--- src/rtl/router_pkg.sv ---
// Shared definitions for the router output FIFOs: default sizes, header byte fields, stored entry type.
// Latency: none (declarations only).
// Backpressure: not applicable.
package router_pkg;

   localparam int DATA_W   = 8;
   localparam int DEPTH    = 16;

   // Header byte layout: {len[DATA_W-1:2], addr[1:0]}
   localparam int ADDR_LSB = 0;
   localparam int ADDR_W   = 2;
   localparam int LEN_LSB  = 2;

   // One stored FIFO entry at the default byte width
   typedef struct packed {
      logic              hdr_flag;
      logic [DATA_W-1:0] dat;
   } entry_t;

endpackage

--- src/rtl/router_fifo_mem.sv ---
// Simple dual-port storage array for the router FIFO: one write port, one read port.
// Latency: write lands on the clock edge; read data is combinational from the address.
// Backpressure: none; the caller decides when a write is legal.
module router_fifo_mem
   import router_pkg::*;
#(
   parameter int WIDTH = router_pkg::DATA_W + 1,
   parameter int DEPTH = router_pkg::DEPTH,
   parameter int AW    = $clog2(DEPTH)
) (
   input  logic             clk,
   input  logic             we,
   input  logic [AW-1:0]    waddr,
   input  logic [WIDTH-1:0] wdata,
   input  logic [AW-1:0]    raddr,
   output logic [WIDTH-1:0] rdata
);

   logic [WIDTH-1:0] mem [DEPTH];

   // Store the incoming entry when the FIFO accepts a write
   always_ff @(posedge clk) begin
      if (we) begin
         mem[waddr] <= wdata;
      end
   end

   assign rdata = mem[raddr];

endmodule

--- src/rtl/router_fifo.sv ---
// Output-side packet FIFO for one router destination; tags header bytes and flags the last byte of each packet on read.
// Latency: one cycle from re to registered dout; full/empty are combinational from the pointers.
// Backpressure: writes while full and reads while empty are dropped; soft_rst flushes. Optional ROUTER_FIFO_ERR_FLAG_EN adds a sticky err output.
module router_fifo
   import router_pkg::*;
#(
   parameter int DATA_W = router_pkg::DATA_W,
   parameter int DEPTH  = router_pkg::DEPTH
) (
   input  logic              clk,
   input  logic              rst,
   input  logic              soft_rst,
   input  logic              we,
   input  logic              re,
   input  logic              lfd_state,
   input  logic [DATA_W-1:0] din,
   output logic [DATA_W-1:0] dout,
   output logic              full,
   output logic              empty,
   output logic              rd_pkt_done
`ifdef ROUTER_FIFO_ERR_FLAG_EN
   ,
   output logic              err
`endif
);

   localparam int PTR_W  = $clog2(DEPTH) + 1;
   localparam int AW     = PTR_W - 1;
   localparam int PCNT_W = DATA_W - 1;

   logic [PTR_W-1:0]  wr_ptr;
   logic [PTR_W-1:0]  rd_ptr;
   logic [PCNT_W-1:0] pkt_cnt;
   logic [PCNT_W-1:0] len_p1;
   logic [DATA_W:0]   rd_ent;
   logic              wr_fire;
   logic              rd_fire;
   logic              flush;

   // Hard reset and the synchronizer timeout clear the same state
   assign flush   = !rst || soft_rst;

   assign empty   = (wr_ptr == rd_ptr);
   assign full    = (wr_ptr[PTR_W-1] != rd_ptr[PTR_W-1]) &&
                    (wr_ptr[AW-1:0] == rd_ptr[AW-1:0]);

   assign wr_fire = we && !full && !flush;
   assign rd_fire = re && !empty;

   // Header length plus the trailing parity byte
   assign len_p1  = {1'b0, rd_ent[DATA_W-1:LEN_LSB]} + {{(PCNT_W-1){1'b0}}, 1'b1};

   router_fifo_mem #(
      .WIDTH (DATA_W + 1),
      .DEPTH (DEPTH),
      .AW    (AW)
   ) u_mem (
      .clk   (clk),
      .we    (wr_fire),
      .waddr (wr_ptr[AW-1:0]),
      .wdata ({lfd_state, din}),
      .raddr (rd_ptr[AW-1:0]),
      .rdata (rd_ent)
   );

   // Advance the pointers on accepted writes and reads; wrap bit toggles naturally
   always_ff @(posedge clk) begin
      if (flush) begin
         wr_ptr <= '0;
         rd_ptr <= '0;
      end else begin
         if (wr_fire) wr_ptr <= wr_ptr + PTR_W'(1);
         if (rd_fire) rd_ptr <= rd_ptr + PTR_W'(1);
      end
   end

   // Register read data and track remaining bytes of the packet being read out
   always_ff @(posedge clk) begin
      if (flush) begin
         dout        <= '0;
         pkt_cnt     <= '0;
         rd_pkt_done <= 1'b0;
      end else begin
         rd_pkt_done <= 1'b0;
         if (rd_fire) begin
            dout <= rd_ent[DATA_W-1:0];
            if (rd_ent[DATA_W]) begin
               pkt_cnt <= len_p1;
            end else if (pkt_cnt != '0) begin
               pkt_cnt     <= pkt_cnt - PCNT_W'(1);
               rd_pkt_done <= (pkt_cnt == PCNT_W'(1));
            end
         end
      end
   end

`ifdef ROUTER_FIFO_ERR_FLAG_EN
   // Sticky record of any overflow or underflow attempt since the last flush
   always_ff @(posedge clk) begin
      if (flush) begin
         err <= 1'b0;
      end else if ((we && full) || (re && empty)) begin
         err <= 1'b1;
      end
   end
`endif

endmodule

--- config.mk ---
export PLATFORM = sky130hd
export DESIGN_NAME = router_fifo
export DESIGN_NICKNAME = d
export VERILOG_FILES = /design/src/rtl/router_pkg.sv /design/src/rtl/router_fifo_mem.sv /design/src/rtl/router_fifo.sv
export SDC_FILE = /design/constraint.sdc
export NUM_CORES = 1
export LEC_CHECK = 0
export BUFFER_PORTS_ARGS = -buffer_cell sky130_fd_sc_hd__clkbuf_2
export CORE_ASPECT_RATIO = 0.75
export CORE_MARGIN = 2
export CORE_UTILIZATION = 27
export CTS_CLUSTER_SIZE = 14
export DETAILED_ROUTE_END_ITERATION = 8
export SYNTH_ARGS = -nofsm -noshare
export SYNTH_HDL_FRONTEND = slang
export SYNTH_HIERARCHICAL = 1
export SYNTH_SLANG_ARGS = --single-unit
--- constraint.sdc ---
create_clock -name clk -period 3.1 [get_ports clk]
set_input_delay 0.465 -clock clk [delete_from_list [all_inputs] [get_ports clk]]
set_output_delay 0.465 -clock clk [all_outputs]
set_load 0.005 [all_outputs]
==> results of run 1 <==
==> kinds of logic after synthesis <==
| kind of cell | Yosys count | synth area share (%) |
|---|---|---|
| AOI/OAI and AO/OA | 65 | 6.40 |
| muxes | 49 | 13.8 |
| DFF | 170 | 67.0 |
| adders and majority gates | 6 | 1.04 |
| and+or+nand+nor | 114 | 7.94 |
| buffers and inverters | 29 | 2.72 |
| xor gates and xnor gates | 9 | 1.09 |
==> final timing paths <==
kind                end  cells past startpoint  slack, ns       from
max          pkt_cnt[1]                      7       0.25  rd_ptr[0]
min           wr_ptr[2]                      4       0.42         we
max reg2reg  pkt_cnt[1]                      7       0.25  rd_ptr[0]
min reg2reg     dout[2]                      2       0.46    dout[2]
==> metal layers <==
| metal | vias up | global-route usage, % | part of all wire, % | wire length, um |
|---|---|---|---|---|
| li1 | 1876 | - | - | - |
| met1 | 2130 | 15.6 | 47 | 7220 |
| met2 | 105 | 17.2 | 47 | 7300 |
| met3 | 19 | 3.04 | 4.5 | 689 |
| met4 | 0 | 3.30 | 1.0 | 159 |
| met5 | - | 0 | 0 | 0 |
==> power by group through the flow <==
stage	Clock, W	Sequential (W)	Combinational [W]
after floorplan	0	0.00254	0.000106
after global routing	0.00237	0.00249	0.000190
final	0.00224	0.00249	0.000173
after global placement	0	0.00254	0.000165
after CTS	0.00228	0.00249	0.000172
after detailed placement	0	0.00254	0.000172
==> cells in the mapped netlist, types with 6 or more instances <==
master	count	area, sq um
nand4_1	6	37.5
ha_1	6	75.1
nand3_1	7	35.0
mux4_2	21	473
mux2i_1	13	130
dfxtp_1	26	521
a21oi_1	13	65.1
edfxtp_1	144	4320
mux4_1	15	394
a22oi_1	18	135
nor3_1	8	40.0
nor2_1	15	56.3
clkbuf_1	9	33.8
nand2b_1	6	37.5
nand2_1	48	180
==> sequential cells by signal, summed over array words and instances, names as in the netlist <==
signal / flops
rd_pkt_done: 1
wr_ptr: 5
pkt_cnt: 7
dout: 8
rd_ptr: 5
u_mem/mem: 144
==> area by class of cell <==
type,count,area [sq um]
Clock inverter,13,191
Inverter,4,15.0
Clock buffer,19,433
Tap cell,344,430
Sequential cell,170,4850
Fill cell,2501,17700
Timing Repair Buffer,55,378
Multi-Input combinational cell,243,2190
==> worst max-delay path, stage by stage (launching register included) <==
cell and delay [ns]:
dfxtp_2 0.64, mux4_1 0.62, a22oi_1 0.25, nand2_1 0.13, or4_4 0.47, o21ai_2 0.26
a21o_2 0.21, mux2i_1 0.19
==> through the flow <==
step / setup WS (ns) / std cells
5_1_grt: 0.0721 / 848
3_5_place_dp: 0.268 / 816
4_1_cts: 0.246 / 848
6_report: 0.248 / 848
3_3_place_gp: 0.334 / 816
2_1_floorplan: 0.146 / 442
==> results_dict.tcl, run 1 <==
set metrics [dict create \
    worst_hold_slack_ns 0.425 \
    area_growth_syn_to_layout_pct 17.4 \
    finClkSkew_ns 0.0148 \
    power_density_nw_per_um2 578 \
    finalInstanceArea_sq_um 8480 \
    vias 4130 \
    nets 511 \
    critPathMaxFanout 15 \
    drv_slew 0 \
    synth_cell_types 54 \
    placed_cell_area_sq_um 7860 \
    rows 51 \
    htree_levels 4 \
    yosysSeqAreaShare_pct 67.0 \
    die_h_um 146 \
    clock_power_share_pct 45.6 \
    ioPinCount 25 \
    switching_share_pct 20.3 \
    pwr-share-seq_pct 50.8 \
    port_buffers 24 \
    global_route.overflow_total 0 \
    hold_path.class "in -> reg" \
    path_class "reg -> reg" \
    final_common_cell "edfxtp_1" \
    syn-num-nets 462 \
    min_period_over_period_pct 92.0 \
    wire_per_inst_um 18.1 \
    cap_violations 0 \
    initial_core_util_pct 27.6 \
    routabilityCongestion 0.796 \
    peakVddDrop_mv 0.338 \
    synthArstFlopShare_pct 0 \
    drive_gt1_share_pct 22.4 \
    cts_buffers 17 \
    switching_power_w 0.000997 \
    clock-root-buffer "clkbuf_16" \
    power_w 0.00490 \
    clock.fmax_mhz 351 \
    finalSetupViolCount 0 \
    ys_seq_elements 170 \
    hold_viol 0 \
    synth_area_per_cell_sq_um 16.4 \
    wl_mm 15.4 \
    relSlewSlack_pct 64.6 \
    synth_edf_count 144 \
    dp_hpwl_mm 9.98 \
    rsz0062_at_grt "no" \
    ys.warnings.count 6 \
    cts_hold_buf 0 \
    crit_path_start_kind "flip-flop" \
    post-cts-setup-buffer-count 0 \
    vias_per_cell 4.87 \
    clk_pin_slew_ns 0.07 \
    internal-power_w 0.00390 \
    antenna_found_initial 0 \
    status "finished clean" \
    syn_inst 442 \
    grt_pass1_wl_mm 23.7 \
    p_leak_nw 2.74 \
    ctsResizeCount 0 \
    period_needed_ns 2.85 \
    cts_tree "built" \
    grt_pass1_vias 4117 \
    layout_common_cells "edfxtp_1 (144), nand2_1 (48), buf_4 (29)" \
    drtPass1Iterations 5 \
    ant_nets 0 \
    p_comb_share_pct 3.5 \
    required_ns 3.46 \
    worst_setup_path_end_kind "flip-flop" \
    final_util_pct 32.4 \
    grt_use_total_pct 11.2 \
    die_x_um 193 \
    fp.coreArea_sq_um 26200 \
    clock-sinks 170 \
    clockBufferDepth 2 \
    clock_latency_ns 0.44 \
    cp.arrival_ns 3.21 \
    grt_max_degree 45 \
    tns_ns 0 \
    die_area_sq_um 28100 \
    synth_ff_type "edfxtp_1" \
    drc 0 \
    first_iter_violations 332 \
    tightest_slew_ns 0.529 \
    n_antenna_cell 0 \
    syn_area_sq_um 7230 \
]
Note: power is estimated with default switching activity, not from simulation.
==> inputs of run 2 (changes only) <==
==> constraint.sdc (replaced) <==
create_clock -name clk -period 2.4 [get_ports clk]
set_input_delay 0.36 -clock clk [delete_from_list [all_inputs] [get_ports clk]]
set_output_delay 0.36 -clock clk [all_outputs]
set_load 0.005 [all_outputs]
==> run 2 against run 1 <==
Via count up 4.9%. Wire length up 9.7%. Worst setup slack worse by 0.31 ns. Combinational power up 60%. Die area unchanged. Hold slack worse by 0.079 ns. Highest routed layer unchanged. Largest power group unchanged. Sequential power up 29%. Critical path depth up 2. Non-clock buffer count up 43. Clock skew down 0.0069 ns. Sequential cell count unchanged. First-iteration DRC count up 9.9%. The flow now finishes with violations (setup timing).
==> results_dict.tcl, run 2 (synthesized netlist as in run 1, its figures left out) <==
set metrics [dict create \
    status "finished, violations left" \
    violations "setup timing" \
    largest_reg_flops 144 \
    wl_mm 16.9 \
    grt_pass1_wl_mm 25.4 \
    cts_tree "built" \
    vias 4331 \
    clock.fmax_mhz 406 \
    final_util_pct 34.6 \
    drv_slew 0 \
    rows 51 \
    initial_core_util_pct 27.6 \
    min_period_over_period_pct 103 \
    die_x_um 193 \
    cts_hold_buf 0 \
    drive_gt1_share_pct 34.4 \
    dp_hpwl_mm 11.0 \
    slowest_stage "mux4_2" \
    die_area_sq_um 28100 \
    critPathMaxFanout 6 \
    worstPathCellList "buf_12 -> clkbuf_16 -> mux4_2 -> a22oi_2 -> nand2_1 -> or4_4 -> o21ai_4 -> a21o_4 -> mux2i_1" \
    instances_no_fill 891 \
    drtPass1Iterations 5 \
    relSlewSlack_pct 64.3 \
    fp.coreArea_sq_um 26200 \
    global_route.overflow_total 0 \
    cts_buffers 17 \
    grt_pass1_vias 4394 \
    max_stage_delay_ns 0.50 \
    port_buffers 24 \
    path_class "reg -> reg" \
    vias_per_cell 4.86 \
    grt_use_total_pct 12.1 \
    clk_pin_slew_ns 0.07 \
    power_density_nw_per_um2 707 \
    worst_slack_ns -0.0636 \
    first_iter_violations 365 \
    dpl.cell_count 841 \
    clock-root-buffer "clkbuf_16" \
    die_h_um 146 \
    rsz0062_at_grt "yes" \
    tns_ns -0.247 \
    peakVddDrop_mv 0.463 \
    htree_levels 4 \
    clockBufferDepth 2 \
    clock_latency_ns 0.43 \
    period_needed_ns 2.46 \
    area_growth_syn_to_layout_pct 25.1 \
    hold_path.class "in -> reg" \
    cp.arrival_ns 2.83 \
    crit_family "multiplexers" \
    grt_max_degree 45 \
    largest_registers "u_mem/mem: 144 flops, dout: 8 flops, pkt_cnt: 7 flops" \
    drc 0 \
    finalSetupViolCount 6 \
    finClkSkew_ns 0.00795 \
    required_ns 2.76 \
    ant_nets 0 \
    clock-sinks 170 \
    largest_register "u_mem/mem" \
    final_common_cell "edfxtp_1" \
    path_buf_inv 2 \
    ioPinCount 25 \
    cap_violations 0 \
    crit_path_start_kind "flip-flop" \
    routabilityCongestion 0.816 \
    worst_setup_path_end_kind "flip-flop" \
    wire_per_inst_um 18.9 \
    hold_viol 0 \
    tightest_slew_ns 0.531 \
    nets 554 \
    n_antenna_cell 0 \
    p_leak_nw 3.00 \
    layout_common_cells "edfxtp_1 (144), buf_4 (59), nand2_1 (44)" \
    antenna_found_initial 0 \
]
## run 2: changes by cell type in the layout (fill, tap and decap cells not counted), moves of 6 or more
cell	before	now
buf_4	29	59
a22oi_1	18	9
a22oi_2	0	9
buf_12	2	8
## run 2: tightest hold or removal path, cell delays in order
cell,delay (ns)
clkbuf_2,0.12
nand2_1,0.09
a2111o_1,0.10
o21ai_1,0.06
## run 2: layout make-up
class / instances / area, sq um
Fill cell: 2497 / 17100
Clock buffer: 17 / 425
Multi-Input combinational cell: 243 / 2310
Inverter: 4 / 15.0
Clock inverter: 15 / 200
Tap cell: 344 / 430
Timing Repair Buffer: 98 / 813
Sequential cell: 170 / 4850
## run 2: metrics by stage
step	worst slack, ns	total power (W)	area (sq um)	hold WS [ns]
final	-0.0636	0.00640	9040	0.346
after global routing	-0.130	0.00657	9040	0.375
after CTS	-0.0892	0.00643	8880	0.315
after detailed placement	-0.189	0.00353	8160	0.453
after global placement	-0.115	0.00352	8160	0.445
after floorplan	-0.153	0.00343	7320	0.451
## run 2: layer usage
metal / track usage (%) / routed length [um]
met5: 0 / 0
met4: 2.95 / 147
met3: 3.35 / 989
met2: 19.0 / 8020
met1: 16.6 / 7700
## run 2: path summary, 6_finish.rpt
path                                 from         end  slack, ns  depth (start not counted)
worst max-delay path            rd_ptr[0]  pkt_cnt[1]      -0.06                          9
worst min-delay path                   we   wr_ptr[2]       0.35                          4
worst max register to register  rd_ptr[0]  pkt_cnt[1]      -0.06                          9
worst min register to register    dout[2]     dout[2]       0.46                          2
## run 2: what timing repair did
| item | CTS | global route |
|---|---|---|
| setup buffers | 4 | 12 |
| gates cloned | 1 | 1 |
| endpoints found under the setup margin | 41 | 7 |
| gates resized for setup | 14 | 14 |
| pin swaps | 1 | 15 |
## run 2: power breakdown
group	total, W	leakage, nW	switching, W	internal [W]
logic	0.000277	1.20	0.000162	0.000115
clock network	0.00290	0.290	0.00116	0.00174
registers	0.00322	1.51	0.00000726	0.00321
total	0.00640	3.00	0.00133	0.00506
